### src/rtl/bin_to_bcd_pkg.sv
// ---------------------------------------------------------------------------
// bin_to_bcd_pkg
// Shared definitions for the sequential binary-to-BCD converter.
//   state_e      : controller states (IDLE, SHIFT, DONE)
//   SIGN_MINUS   : 7-segment code shown in the sign position for negatives
//   SIGN_NONE    : sign code for non-negative results
//   DIGIT_BLANK  : digit code the segment decoder renders as an unlit digit
// ---------------------------------------------------------------------------
package bin_to_bcd_pkg;

    typedef enum logic [1:0] {
        IDLE  = 2'd0,
        SHIFT = 2'd1,
        DONE  = 2'd2
    } state_e;

    localparam logic [3:0] SIGN_MINUS  = 4'hA;
    localparam logic [3:0] SIGN_NONE   = 4'h0;
    localparam logic [3:0] DIGIT_BLANK = 4'hF;

endpackage

### src/rtl/bin_to_bcd_seq_add3.sv
// ---------------------------------------------------------------------------
// bcd_add3
// One shift-and-add-3 correction cell: a working digit of 5 or more gets 3
// added so that the following left shift carries correctly into the next
// decimal digit.
//   digit_i : working BCD digit before correction
//   digit_o : corrected digit
// ---------------------------------------------------------------------------
module bcd_add3 (
    input  logic [3:0] digit_i,
    output logic [3:0] digit_o
);

    assign digit_o = (digit_i >= 4'd5) ? digit_i + 4'd3 : digit_i;

endmodule

### src/rtl/bin_to_bcd_seq.sv
// ---------------------------------------------------------------------------
// bin_to_bcd_seq
// Sequential binary-to-BCD converter for the display path. One operand bit is
// folded into the BCD digit chain per clock (shift-and-add-3), so a
// conversion takes WIDTH cycles plus one DONE cycle.
//
// Parameters
//   WIDTH  : operand width, 2..64
//   DIGITS : number of BCD output digits, 1..20
// Ports
//   clock       : rising-edge clock
//   reset       : asynchronous active-high reset, aborts any conversion
//   start       : conversion request, sampled only while idle
//   binary      : operand, captured on the accepting edge
//   signed_mode : 1 = two's complement operand, 0 = unsigned
//   busy        : high while a conversion is in progress (SHIFT or DONE)
//   done        : one-cycle pulse when the result outputs have updated
//   bcd         : packed result digits, digit 0 (units) in bits [3:0]
//   sign        : SIGN_MINUS for a negative result, otherwise SIGN_NONE
//   negative    : result is negative
//   overflow    : magnitude needed more than DIGITS digits; bcd then holds
//                 the low DIGITS digits of the true value
// Configuration
//   BIN_TO_BCD_LEADING_BLANK_EN : when defined, digits above the most
//   significant non-zero digit are output as DIGIT_BLANK (digit 0 never is).
// ---------------------------------------------------------------------------
module bin_to_bcd_seq
    import bin_to_bcd_pkg::*;
#(
    parameter int WIDTH  = 32,
    parameter int DIGITS = 10
) (
    input  logic                  clock,
    input  logic                  reset,
    input  logic                  start,
    input  logic [WIDTH-1:0]      binary,
    input  logic                  signed_mode,
    output logic                  busy,
    output logic                  done,
    output logic [4*DIGITS-1:0]   bcd,
    output logic [3:0]            sign,
    output logic                  negative,
    output logic                  overflow
);

    localparam int CNT_W = $clog2(WIDTH);
    localparam int BCD_W = 4 * DIGITS;

    state_e             state_q,    state_d;
    logic [CNT_W-1:0]   cnt_q,      cnt_d;
    logic [WIDTH-1:0]   mag_q,      mag_d;
    logic               neg_q,      neg_d;
    logic [BCD_W-1:0]   work_q,     work_d;
    logic               ovf_q,      ovf_d;
    logic [BCD_W-1:0]   bcd_q,      bcd_d;
    logic [3:0]         sign_q,     sign_d;
    logic               negative_q, negative_d;
    logic               overflow_q, overflow_d;

    // Digit chain after the add-3 correction and after the one-bit shift.
    logic [BCD_W-1:0]   adj;
    logic [BCD_W-1:0]   work_shift;
    logic               carry_out;
    logic [BCD_W-1:0]   disp_bcd;

    for (genvar k = 0; k < DIGITS; k++) begin : g_add3
        bcd_add3 u_add3 (
            .digit_i (work_q[4*k +: 4]),
            .digit_o (adj[4*k +: 4])
        );
    end

    assign work_shift = {adj[BCD_W-2:0], mag_q[cnt_q]};
    assign carry_out  = adj[BCD_W-1];

`ifdef BIN_TO_BCD_LEADING_BLANK_EN
    logic leading;

    // Walk down from the top digit blanking zeros until the first non-zero
    // digit; digit 0 is excluded so a zero result still shows "0".
    always_comb begin
        disp_bcd = work_shift;
        leading  = 1'b1;
        for (int k = DIGITS - 1; k >= 1; k--) begin
            if (leading && (work_shift[4*k +: 4] == 4'h0)) begin
                disp_bcd[4*k +: 4] = DIGIT_BLANK;
            end else begin
                leading = 1'b0;
            end
        end
    end
`else
    assign disp_bcd = work_shift;
`endif

    // NOTE: every signal written here gets its hold value first, so no path
    // through the case leaves one unassigned and no latch is inferred.
    always_comb begin
        state_d    = state_q;
        cnt_d      = cnt_q;
        mag_d      = mag_q;
        neg_d      = neg_q;
        work_d     = work_q;
        ovf_d      = ovf_q;
        bcd_d      = bcd_q;
        sign_d     = sign_q;
        negative_d = negative_q;
        overflow_d = overflow_q;

        case (state_q)
            IDLE: begin
                if (start) begin
                    if (signed_mode && binary[WIDTH-1]) begin
                        mag_d = ~binary + WIDTH'(1);
                        neg_d = 1'b1;
                    end else begin
                        mag_d = binary;
                        neg_d = 1'b0;
                    end
                    work_d  = '0;
                    ovf_d   = 1'b0;
                    cnt_d   = CNT_W'(WIDTH - 1);
                    state_d = SHIFT;
                end
            end

            SHIFT: begin
                work_d = work_shift;
                ovf_d  = ovf_q | carry_out;
                if (cnt_q == '0) begin
                    // The result registers load on the edge that enters DONE,
                    // so they change together with the rise of done.
                    bcd_d      = disp_bcd;
                    overflow_d = ovf_q | carry_out;
                    negative_d = neg_q;
                    sign_d     = neg_q ? SIGN_MINUS : SIGN_NONE;
                    state_d    = DONE;
                end else begin
                    cnt_d = cnt_q - CNT_W'(1);
                end
            end

            DONE: begin
                state_d = IDLE;
            end

            default: begin
                state_d = IDLE;
            end
        endcase
    end

    // NOTE: sequential state uses non-blocking assignments so every register
    // samples its next value from the same pre-edge snapshot.
    always_ff @(posedge clock or posedge reset) begin
        if (reset) begin
            state_q    <= IDLE;
            cnt_q      <= '0;
            mag_q      <= '0;
            neg_q      <= 1'b0;
            work_q     <= '0;
            ovf_q      <= 1'b0;
            bcd_q      <= '0;
            sign_q     <= SIGN_NONE;
            negative_q <= 1'b0;
            overflow_q <= 1'b0;
        end else begin
            state_q    <= state_d;
            cnt_q      <= cnt_d;
            mag_q      <= mag_d;
            neg_q      <= neg_d;
            work_q     <= work_d;
            ovf_q      <= ovf_d;
            bcd_q      <= bcd_d;
            sign_q     <= sign_d;
            negative_q <= negative_d;
            overflow_q <= overflow_d;
        end
    end

    assign busy     = (state_q != IDLE);
    assign done     = (state_q == DONE);
    assign bcd      = bcd_q;
    assign sign     = sign_q;
    assign negative = negative_q;
    assign overflow = overflow_q;

endmodule

### config.mk
export PLATFORM = sky130hd
export DESIGN_NAME = bin_to_bcd_seq
export DESIGN_NICKNAME = d
export VERILOG_FILES = /design/src/rtl/bin_to_bcd_pkg.sv /design/src/rtl/bin_to_bcd_seq_add3.sv /design/src/rtl/bin_to_bcd_seq.sv
export SDC_FILE = /design/constraint.sdc
export NUM_CORES = 1
export LEC_CHECK = 0
export BUFFER_PORTS_ARGS = -buffer_cell sky130_fd_sc_hd__buf_2
export CORE_ASPECT_RATIO = 0.75
export CORE_UTILIZATION = 57
export DETAILED_ROUTE_END_ITERATION = 12
export PLACE_DENSITY = 0.79
export SLEW_MARGIN = 20
export SYNTH_ARGS = -nofsm -noshare
export SYNTH_HDL_FRONTEND = slang
export SYNTH_SLANG_ARGS = --single-unit
### constraint.sdc
create_clock -name clock -period 9.2 [get_ports clock]
set_input_delay 0 -clock clock [delete_from_list [all_inputs] [get_ports clock]]
set_output_delay 0 -clock clock [all_outputs]
set_load 0.01 [all_outputs]
Yosys cells after proc, flatten, opt, wreduce, memory -nomap -nowiden
Cells that the tools add are included.

Muxes and demuxes: 25. Magnitude comparators: 11. Bitwise logic cells: 2. Add/sub/neg operators: 12. Reductions and logical operators: 10. Equal/unequal tests: 5.

Operators by type and width (number): case mux 40 bit (2 select lines) (1); 2-to-1 mux 4 bit (11); adder 4 x 2 -> 4 bit, second input constant (10); >= comparator 4 x 3 -> 1 bit, second input constant (10); 2-to-1 mux 40 bit (1); adder 32 x 1 -> 32 bit, second input constant (1); 2-to-1 mux 32 bit (1); inverter 32 bit (1); 2-to-1 mux 5 bit (2); case mux 5 bit (2 select lines) (1); AND reduction 2 bit (4); less-than comparator 5 x 6 -> 1 bit, second input constant (1); inequality test 2 bit, second input constant (3); binary-select mux 1 bit (select 5 bit) (1); zero test 5 bit (1); subtractor 5 x 1 -> 5 bit, second input constant (1); 2-to-1 mux 2 bit (2); case mux 2 bit (2 select lines) (1); nonzero test 2 bit (2); 2-to-1 mux 1 bit (3); AND reduction 3 bit (1); == test 2 x 1 -> 1 bit, second input constant (1); == test 2 bit, second input constant (1); zero test 2 bit (1); other kinds (3) (3).

Register bits after elaboration: 127. Output and inout bits: 48. Input bits: 36. Word-level logic and storage cells: 75.

Longest topological paths before layout
Depth after elaboration: 4. Gate-level depth with buffers: 10. Gate-level depth less buffers: 7.

Cells and area by module
From an unflattened synthesis, not the netlist that was laid out.

Cell total of the unflattened synthesis: 810. Area, all modules: 6804.0 µm².

Modules (own cells, without submodules): bin_to_bcd_seq (sequential area each 3078.0 µm², times used 1, area each 5790.6 µm², cells an instance 650); bcd_add3 (sequential area each 0.0 µm², times used 10, area each 101.3 µm², cells an instance 16).

Worst setup path after synthesis
OpenSTA, ideal clock, no wires.

Path kind: reg-to-reg. Start: register cnt_q[1]. End: register bcd_q[0], in the netlist bcd[0]. Buffers on the path: 1. Required time: 9075 ps. Data arrival time: 1853 ps. Setup time: 125 ps. Stages on the path, launching flop included: 8. Clock period less this slack: 1978 ps. Path slack: 7222 ps. Path through: dfrtp_1 -> buf_1 -> inv_1 -> ha_1 -> nor4b_1 -> nand2_1 -> inv_2 -> mux2_2.

Longest elaborated chain between the ends: 2. Elaborated cells on any way between the ends: 4. Those cells by class: mux (2); reduce/logical (2).

Ends and longest elaborated chain: from (decl) (RTL line bin_to_bcd_seq.sv:50) `logic [CNT_W-1:0] cnt_q, cnt_d;`; from (signal assigned) (RTL line bin_to_bcd_seq.sv:169) `cnt_q <= cnt_d;`; binary-select mux 1 bit (select 5 bit) / zero test 5 bit (equally long branches) (RTL line bin_to_bcd_seq.sv:73, bin_to_bcd_seq.sv:130); 2-to-1 mux 1 bit (implied by the code) / AND reduction 2 bit (equally long branches); to (signal assigned) (RTL line bin_to_bcd_seq.sv:163) `bcd_q <= '0;`; to (signal assigned) (RTL line bin_to_bcd_seq.sv:174) `bcd_q <= bcd_d;`; to (decl) (RTL line bin_to_bcd_seq.sv:55) `logic [BCD_W-1:0] bcd_q, bcd_d;`.

Several ways; a longest one is shown, not always the timed one. The select of a mux whose other input is x is not followed. A chain may end at the register's enable or synchronous reset.

Final worst setup path
Start: register cnt_q[0]. End: register bcd_q[0], in the netlist bcd[0].

Same word-level chain as after synthesis.

==> impl_metrics.sql <==
INSERT INTO impl_metrics (metric_group, metric, value, unit) VALUES
('outcome', 'outcome', 'complete, no violations', ''),
('synthesis', 'number_of_warning_messages_in_the_yosys_log', '0', ''),
('timing', 'setup_viol', '0', ''),
('power_and_ir_drop', 'leakagePower', '3.53', 'nW'),
('routing', 'vias', '5615', ''),
('critical_path', 'critical-path-slowest-cell', 'sky130_fd_sc_hd__nand2_2', ''),
('synthesis', 'dominant_register_cell_in_the_synthesized_netlist', 'sky130_fd_sc_hd__dfrtp_1', ''),
('routing', 'detail_routed_net_length_per_standard_cell', '17.2', 'um'),
('critical_path', 'path_max_fanout', '62', ''),
('global_route', 'grt_max_degree', '81', ''),
('critical_path', 'worstSetupStartpointType', 'flip-flop', ''),
('placement', 'port_buffers', '81', ''),
('cells_and_area', 'mostFrequentLayoutCell', 'sky130_fd_sc_hd__dfrtp_1', ''),
('clock_tree', 'cts.sinks', '123', ''),
('power_and_ir_drop', 'cellPowerDensity', '322', 'nW/um^2'),
('timing', 'setup_tns', '0', 'ns'),
('cells_and_area', 'final_net_count', '850', ''),
('critical_path', 'cpPeakStageDelay', '0.69', 'ns'),
('timing', 'fin_crit', '3.20', 'ns'),
('floorplanning', 'floorplan.initialDensity', '59.4', '%'),
('global_route', 'grt_first_pass_wirelength', '26300', 'um'),
('synthesis', 'syn-cell-area', '6590', 'um^2'),
('timing', 'grt_setup_unrepaired', 'no', ''),
('synthesis', 'syn-instance-count', '696', ''),
('critical_path', 'required_time_of_the_critical_path', '9.50', 'ns'),
('timing', 'timing.final.crit_share', '34.8', '%'),
('clock_tree', 'clk_pin_slew', '0.05', 'ns'),
('cells_and_area', 'most-common-layout-cells', 'sky130_fd_sc_hd__dfrtp_1, sky130_fd_sc_hd__o21ai_0, sky130_fd_sc_hd__nand2_1, sky130_fd_sc_hd__buf_2, sky130_fd_sc_hd__dlygate4sd3_1', ''),
('critical_path', 'crit_chain', 'inv_1, ha_1, nor4b_1, nand2_2, inv_2, mux2_2', ''),
('timing', 'final_report_hold_violation_count', '0', ''),
('timing', 'worst_slew_margin_rel', '35.6', '%'),
('clock_tree', 'htree_num_levels', '4', ''),
('routing', 'detailed_router_s_first_iteration_violation_count', '633', ''),
('timing', 'fmaxAchievable', '0.312', 'GHz'),
('global_route', 'initial_antenna_violation_count', '0', ''),
('critical_path', 'critical_path_arrival', '3.50', 'ns'),
('critical_path', 'crit_type', 'flip-flop to flip-flop', ''),
('routing', 'drtAntennaViolNets', '0', ''),
('cells_and_area', 'insertedDiodeCount', '0', ''),
('clock_tree', 'cts_setup_buffers', '0', ''),
('clock_tree', 'post_cts_repair_resize_count', '0', ''),
('clock_tree', 'tritoncts', 'built', ''),
('synthesis', 'asyncSetResetFlopFracSynth', '100', '%'),
('placement', 'gp_congestion', '0.920', ''),
('routing', 'dr.pass1.iters', '5', ''),
('routing', 'vias_per_cell', '5.94', ''),
('flow_run', 'maxCapViolations', '0', ''),
('synthesis', 'synth-edff-count', '0', ''),
('timing', 'worst_slack', '6.00', 'ns'),
('floorplanning', 'core_area', '11100', 'um^2'),
('floorplanning', 'chipHeight', '95.1', 'um'),
('synthesis', 'synth.lib_cells_used.distinct', '49', ''),
('power_and_ir_drop', 'report.power.total', '2.56', 'mW'),
('clock_tree', 'clk_buf_depth', '2', ''),
('floorplanning', 'std_cell_rows', '33', ''),
('synthesis', 'synth_seq_cells', '123', ''),
('routing', 'detail_route.drc_violations', '0', ''),
('cells_and_area', 'syn2layout_area_growth', '20.6', '%'),
('clock_tree', 'tritoncts.num_buffers', '17', ''),
('clock_tree', 'clock_tree.root_cell', 'sky130_fd_sc_hd__clkbuf_16', ''),
('timing', 'clock-skew-final', '0.00539', 'ns'),
('global_route', 'global_route.usage.total', '28.5', '%'),
('floorplanning', 'floorplan.io_pins', '84', ''),
('timing', 'max_slew.worst_pin.slew', '0.963', 'ns'),
('floorplanning', 'die_width', '126', 'um'),
('global_route', 'via_count_of_the_first_global_routing_pass', '5355', ''),
('placement', 'dp.final_hpwl', '10500', 'um'),
('min_path', 'worstHoldPathType', 'input port to flip-flop', ''),
('routing', 'wirelength', '16200', 'um'),
('power_and_ir_drop', 'irDropWorstVdd', '0.156', 'mV'),
('floorplanning', 'design.die.area', '12000', 'um^2'),
('cells_and_area', 'layout_utilization', '71.6', '%'),
('placement', 'pre_cts_ws', '5.96', 'ns'),
('clock_tree', 'clock_latency', '0.41', 'ns'),
('synthesis', 'postSynthAreaPerCell', '9.47', 'um^2'),
('synthesis', 'yosysSeqAreaShare', '46.7', '%'),
('cells_and_area', 'layout-drive-gt1-share', '19.9', '%'),
('clock_tree', 'cts-hold-fix-buffers', '33', ''),
('global_route', 'overflow', '0', ''),
('critical_path', 'worstSetupEndpointType', 'flip-flop', ''),
('timing', 'drv_slew', '0', '');
-- flip-flops by register name (all words and copies together) (netlist names) --
signal    flops
bcd          40
mag_q        32
state_q       2
overflow      1
neg_q         1
work_q       40
sign          1
cnt_q         5
ovf_q         1
-- power by group --
group	switching [mW]	internal, mW
clock network	0.238	0.420
registers	0.204	0.751
logic	0.518	0.432
-- critical path: cells and delay by family (launching register included) --
kind | cells | cell delay (ns)
and+or+nand+nor | 2 | 1.19
buffers and inverters | 2 | 0.70
DFF | 1 | 0.62
muxes | 1 | 0.39
adders and majority gates | 1 | 0.18
-- path summary, 6_finish.rpt --
path                            from         end  slack (ns)  cells after the start
min reg2reg                    neg_q     sign[1]        0.46                      2
max in group asynchronous      reset  state_q[0]        7.92                      5
min in group asynchronous      reset     bcd[36]        0.19                      3
max reg2reg                 cnt_q[0]      bcd[0]        6.00                      6
max                         cnt_q[0]      bcd[0]        6.00                      6
min                        binary[8]    mag_q[8]        0.02                      3
-- synth_stat cells, types with 13 or more instances --
cell type,number,area share [%]
sky130_fd_sc_hd__dfrtp_1,123,47
sky130_fd_sc_hd__nor2_1,23,1.3
sky130_fd_sc_hd__nand2b_1,13,1.2
sky130_fd_sc_hd__clkbuf_1,32,1.8
sky130_fd_sc_hd__o21ai_0,121,9.2
sky130_fd_sc_hd__inv_1,28,1.6
sky130_fd_sc_hd__nor3_1,17,1.3
sky130_fd_sc_hd__nand3_1,32,2.4
sky130_fd_sc_hd__a31oi_1,15,1.4
sky130_fd_sc_hd__ha_1,22,4.2
sky130_fd_sc_hd__nand2_1,93,5.3
sky130_fd_sc_hd__xor2_1,24,3.2
sky130_fd_sc_hd__a21oi_1,24,1.8
sky130_fd_sc_hd__xnor2_1,14,1.9
-- cells by family after synthesis --
family / synth area share (%)
simple gates: 17.5
compound gates: 15.9
flops: 46.7
buf+inv: 4.72
xor+xnor: 5.05
mux: 5.92
fa+ha+maj: 4.17
other cells: 0.0569
-- metrics by stage --
step,instances,hold WS (ns),instance area (um^2)
floorplan,697,0.0991,6600
global placement,879,0.0918,7010
detailed placement,879,0.0998,7010
CTS,944,0.0124,7930
global route,945,0.0500,7950
finish,945,0.0243,7950
-- area by class of cell --
class	instances	area (um^2)
clock buffers	26	529
well taps	140	175
clock inverters	6	57.6
multi-input cells	503	3220
repair buffers	118	786
flip-flops and latches	123	3080
fillers	790	3150
inverters	29	111
-- layer usage --
| metal | vias to the layer above | part of all wire (%) | routed length, um | track usage (%) |
|---|---|---|---|---|
| li1 | 2641 | - | - | - |
| met1 | 2753 | 44 | 7210 | 37.7 |
| met2 | 202 | 49 | 7980 | 46.5 |
| met3 | 19 | 5.0 | 805 | 6.68 |
| met4 | 0 | 1.4 | 235 | 10.3 |
| met5 | - | 0 | 0 | 0 |
Power figures use the tool's default switching activity.
